===== config.mk =====
export PLATFORM = sky130hd
export DESIGN_NAME = uart_tx
export DESIGN_NICKNAME = d
export VERILOG_FILES = /design/src/rtl/uart_tx.sv
export SDC_FILE = /design/constraint.sdc
export NUM_CORES = 1
export LEC_CHECK = 0
export BUFFER_PORTS_ARGS = -buffer_cell sky130_fd_sc_hd__buf_2
export CAP_MARGIN = 30
export CORE_AREA = 8 8 66 91
export CTS_BUF_LIST = sky130_fd_sc_hd__clkbuf_4
export CTS_CLUSTER_DIAMETER = 50
export DETAILED_ROUTE_END_ITERATION = 6
export DIE_AREA = 0 0 74 99
export HOLD_SLACK_MARGIN = 0.03
export PLACE_DENSITY_LB_ADDON = 0.05
export SLEW_MARGIN = 5
export SYNTH_ARGS = -nofsm -noshare
export SYNTH_HDL_FRONTEND = slang
export SYNTH_SLANG_ARGS = --single-unit
export TNS_END_PERCENT = 10

===== constraint.sdc =====
create_clock -name clk -period 2.22 [get_ports clk]
set_clock_uncertainty 0.2 [all_clocks]
set_input_delay 0.111 -clock clk [delete_from_list [all_inputs] [get_ports clk]]
set_output_delay 0.111 -clock clk [all_outputs]
set_load 0.02 [all_outputs]

===== src/rtl/uart_tx.sv =====
// 8N1 UART transmitter with a small transmit FIFO, paced by an external
// oversampling strobe (OVERSAMPLE ticks per bit).
module uart_tx #(
    parameter int OVERSAMPLE = 16,
    parameter int FIFO_DEPTH = 4
) (
    input  logic                          clk,
    input  logic                          rst_n,
    input  logic                          tick_x16,
    input  logic [7:0]                    in_data,
    input  logic                          in_valid,
    output logic                          in_ready,
    output logic                          tx,
    output logic                          busy,
    output logic [$clog2(FIFO_DEPTH):0]   fifo_count
);

    localparam int PW = $clog2(FIFO_DEPTH);
    localparam int CW = PW + 1;
    localparam int TW = $clog2(OVERSAMPLE);
    localparam logic [TW-1:0] TICK_LAST = TW'(OVERSAMPLE - 1);
    localparam logic [CW-1:0] COUNT_FULL = CW'(FIFO_DEPTH);

    typedef enum logic [1:0] {IDLE, START, DATA, STOP} state_t;

    state_t        state, state_next;
    logic [7:0]    mem [FIFO_DEPTH];
    logic [PW-1:0] wptr, rptr;
    logic [CW-1:0] count;
    logic [TW-1:0] tick_cnt;
    logic [2:0]    bit_cnt;
    logic [7:0]    shift;
    logic          tx_next;
    logic          push, pop, bit_end;

    // Handshake: a byte transfers on any rising edge where in_valid and
    // in_ready are both high; in_ready depends only on the registered count.
    assign in_ready   = (count != COUNT_FULL);
    assign push       = in_valid && in_ready;
    assign fifo_count = count;
    assign busy       = (state != IDLE) || (count != '0);
    assign bit_end    = tick_x16 && (tick_cnt == TICK_LAST);

    always_ff @(posedge clk or negedge rst_n) begin
        if (!rst_n) state <= IDLE;
        else        state <= state_next;
    end

    always_comb begin
        state_next = state;
        case (state)
            IDLE:  if (count != '0) state_next = START;
            START: if (bit_end) state_next = DATA;
            DATA:  if (bit_end && bit_cnt == 3'd7) state_next = STOP;
            STOP:  if (bit_end) state_next = IDLE;
            default: state_next = IDLE;
        endcase
    end

    // shift[0] always holds the bit on the line during DATA, so the next bit is shift[1].
    always_comb begin
        pop     = 1'b0;
        tx_next = tx;
        case (state)
            IDLE: begin
                tx_next = 1'b1;
                if (count != '0) begin
                    pop     = 1'b1;
                    tx_next = 1'b0;
                end
            end
            START: if (bit_end) tx_next = shift[0];
            DATA:  if (bit_end) tx_next = (bit_cnt == 3'd7) ? 1'b1 : shift[1];
            STOP:  tx_next = 1'b1;
            default: tx_next = 1'b1;
        endcase
    end

    always_ff @(posedge clk) begin
        if (push) mem[wptr] <= in_data;
    end

    always_ff @(posedge clk or negedge rst_n) begin
        if (!rst_n) begin
            tx       <= 1'b1;
            tick_cnt <= '0;
            bit_cnt  <= '0;
            shift    <= '0;
            wptr     <= '0;
            rptr     <= '0;
            count    <= '0;
        end else begin
            tx <= tx_next;
            if (push) wptr <= wptr + 1'b1;
            if (pop)  rptr <= rptr + 1'b1;
            case ({push, pop})
                2'b10:   count <= count + 1'b1;
                2'b01:   count <= count - 1'b1;
                default: count <= count;
            endcase
            if (pop) begin
                shift    <= mem[rptr];
                tick_cnt <= '0;
                bit_cnt  <= '0;
            end else if (state != IDLE && tick_x16) begin
                tick_cnt <= (tick_cnt == TICK_LAST) ? '0 : tick_cnt + 1'b1;
                if (state == DATA && bit_end) begin
                    bit_cnt <= bit_cnt + 1'b1;
                    shift   <= shift >> 1;
                end
            end
        end
    end

endmodule


==> impl_results.md <==
* Flop-to-flop setup slack at 0.06 ns
* Worst vdd ir at 0.000836 V
* CTS root buffer: clkbuf_4
* Setup TNS at 0 ns
* Diodes inserted at 0
* Overall Global Routing Usage at 0.150
* Area delta synth->final at 24.6%
* Worst setup SP type: flop
* Tmin final at 2.16 ns
* CP startpoint: fifo_count[1]$_DFFE_PN0P_
* CP arrival at 2.28 ns
* Crit path depth at 8
* Core Footprint at 0.00469 mm^2
* Worst EP required at 2.34 ns
* Synth area leader: edfxtp_1
* Max_cap viols at 0
* DR WL/cell at 16.1 um
* Largest net degree at the start of global routing at 19
* Synth top area share at 0.380
* Post-Syn Area at 0.00253 mm^2
* Initial core utilization at 0.539
* Die H at 99 um
* Min-delay src: in_data[0]
* Reg2Reg Depth at 8
* Initial DRC Count at 59
* Leak Pwr at 1.25 nW
* Critical path endpoint: fifo_count[1]$_DFFE_PN0P_
* Mapped Nets at 207
* Largest stage delay on the critical path at 0.43 ns
* Sequential share of the synthesized area at 0.627
* FP Rows at 30
* CP max-delay cell: dfrtp_2
* Buf/Inv on CP at 3
* CTS sink count at 57
* Final Hold Viols at 0
* Number of global-route vias before repair at 1701
* Unrepaired setup endpoints after global routing: false
* Clk buf depth at 2
* Clk_lat worst skew at 0.41 ns
* Worst-path maximum fanout at 4
* First-pass GRT wire length at 8.10 mm
* Cell Pwr Density at 1350 mW/mm^2
* Critical path class: reg -> reg
* Vias at 1559
* Commonest non-fill, non-tap cells in the layout: edfxtp_1, dfrtp_1, buf_2
* Final Max Slew Viols at 0
* Post-Route WL at 4.83 mm
* Dpl hpwl at 3.32 mm
* Least-Margin Pin Slew at 0.873 ns
* I/O Pins at 18
* Crit share post-route at 0.973
* Fill cells at 352
* Post-synth top flop: edfxtp_1
* Synth area leaders: edfxtp_1, dfrtp_1, mux4_2, ha_1, a21oi_1
* CP cell instances: buf_6, or3_4, nand2_4, inv_2, ha_4, inv_2, fa_2, o21ai_1
* Yosys cell types at 38
* DIE AREA at 0.00733 mm^2
* Num CTS Buffers at 9
* Die Width at 74 um
* Yosys warnings at 0
* Reg clk slew, reported paths at 0.11 ns
* Pwr Total at 0.00426 W
* Relative slew slack at 0.416
* DRC at 0
* Commonest non-fill, non-tap cell in the layout: edfxtp_1
* Placer Congestion at 0.732
* Crit. End Element: flop
* R2R Path End: fifo_count[1]$_DFFE_PN0P_
* Syn_area_per_cell at 14.0 um^2
* R2r startpoint: fifo_count[1]$_DFFE_PN0P_
* Status: complete, no violations
* Asr flop ratio synth at 0.439
* Router iterations before antenna repair at 4
* Routed Antenna Nets at 0
* Vias/cell at 5.21
* H-tree levels at 3
* Layout cell share with drive strength beyond 1 at 0.332
* Setup Viol. Count Final at 0
* Syn Inst Count at 181
* F_max at 463 MHz
* CP top delay family: adder cells
* Hold/Removal Path Class: in -> reg
* GR Overflow Total at 0
* IO Port Bufs at 17
* CTS tree: yes
* Antenna violations before repair at 0
* Synth Register Bits at 57
* Post-synth EDFFs at 32
* Cell mode on critical path: inv_2
* # nets final at 256
[worst reg2reg max path, stage by stage, from the launching register on]
cell and delay (ns):
dfrtp_2 0.43, buf_6 0.12, or3_4 0.40, nand2_4 0.07
inv_2 0.04, ha_4 0.16, inv_2 0.06, fa_2 0.43
o21ai_1 0.17
[cell type report]
class / instances / area, um^2 / area share
Timing Repair Buffer: 44 / 339 / 0.107
Sequential cell: 57 / 1590 / 0.505
Clock buffer: 9 / 67.6 / 0.0214
Tap cell: 64 / 80.1 / 0.0254
Clock inverter: 7 / 103 / 0.0325
Inverter: 10 / 40.0 / 0.0127
Multi-Input combinational cell: 108 / 933 / 0.296
[cell families after synthesis]
logic type | share of synthesized area
buf+inv | 0.0257
fa+ha+maj | 0.0722
simple gates | 0.0692
compound gates | 0.0924
mux | 0.0855
flops | 0.627
xor+xnor | 0.0277
[how the worst min path moves through the flow]
stage / end / depth (start not counted) / slack, ns
global placement: bit_cnt[1]$_DFFE_PN0P_ / 1 / -0.08
CTS: mem[0][0]$_DFFE_PP_ / 2 / 0.21
floorplan: bit_cnt[0]$_DFFE_PN0P_ / 0 / -0.38
detailed placement: bit_cnt[2]$_DFFE_PN0P_ / 1 / -0.06
finish: mem[0][0]$_DFFE_PP_ / 2 / 0.25
global route: mem[0][0]$_DFFE_PP_ / 2 / 0.23
[registers in the layout, indices dropped and copies added (netlist names)]
name	count
mem	32
shift	8
tick_cnt	4
bit_cnt	3
fifo_count	3
rptr	2
state	2
wptr	2
tx	1
[timing repair]
| item | CTS | global route |
|---|---|---|
| endpoints found under the setup margin | 1 | 3 |
| buffers inserted | 4 | 3 |
| hold buffers | 14 | 0 |
| endpoints found under the hold margin | 63 | 0 |
| gates resized for setup | 1 | 9 |
| gates cloned | 0 | 0 |
| pin swaps | 0 | 7 |
[through the flow]
stage,hold slack [ns],worst slack [ns],instance area [um^2],util,instances
after floorplan,-0.385,0.0133,2560,-,181
after global placement,-0.0799,0.103,2760,0.589,263
after detailed placement,-0.0606,-0.0108,2760,0.589,263
after CTS,0.214,0.00226,3110,0.662,297
after global routing,0.228,0.00776,3150,0.672,299
final,0.248,0.0604,3150,0.672,299
[cell usage after synthesis (all sizes together) (2+ instances only)]
library cell and instances:
a21oi 16, and3 4, buf 4, clkbuf 2, dfrtp 24, edfxtp 32
ha 13, inv 10, mux2 2, mux4 8, nand2 10, nand3 3
nor2 13, o21ai 13, xnor2 5, xor2 3
[power by group]
part | internal, W | total (W) | switching [W] | leakage (nW)
clock | 0.000467 | 0.000890 | 0.000422 | 0.0871
combinational | 0.000832 | 0.00167 | 0.000839 | 0.575
sequential | 0.00146 | 0.00170 | 0.000236 | 0.591
total | 0.00276 | 0.00426 | 0.00150 | 1.25
[layer usage]
layer	global-route usage	wire, um
met1	0.151	1850
met2	0.263	2690
met3	0.0579	199
met4	0.0603	85
met5	0	0
(Power assumes the default switching activity.)
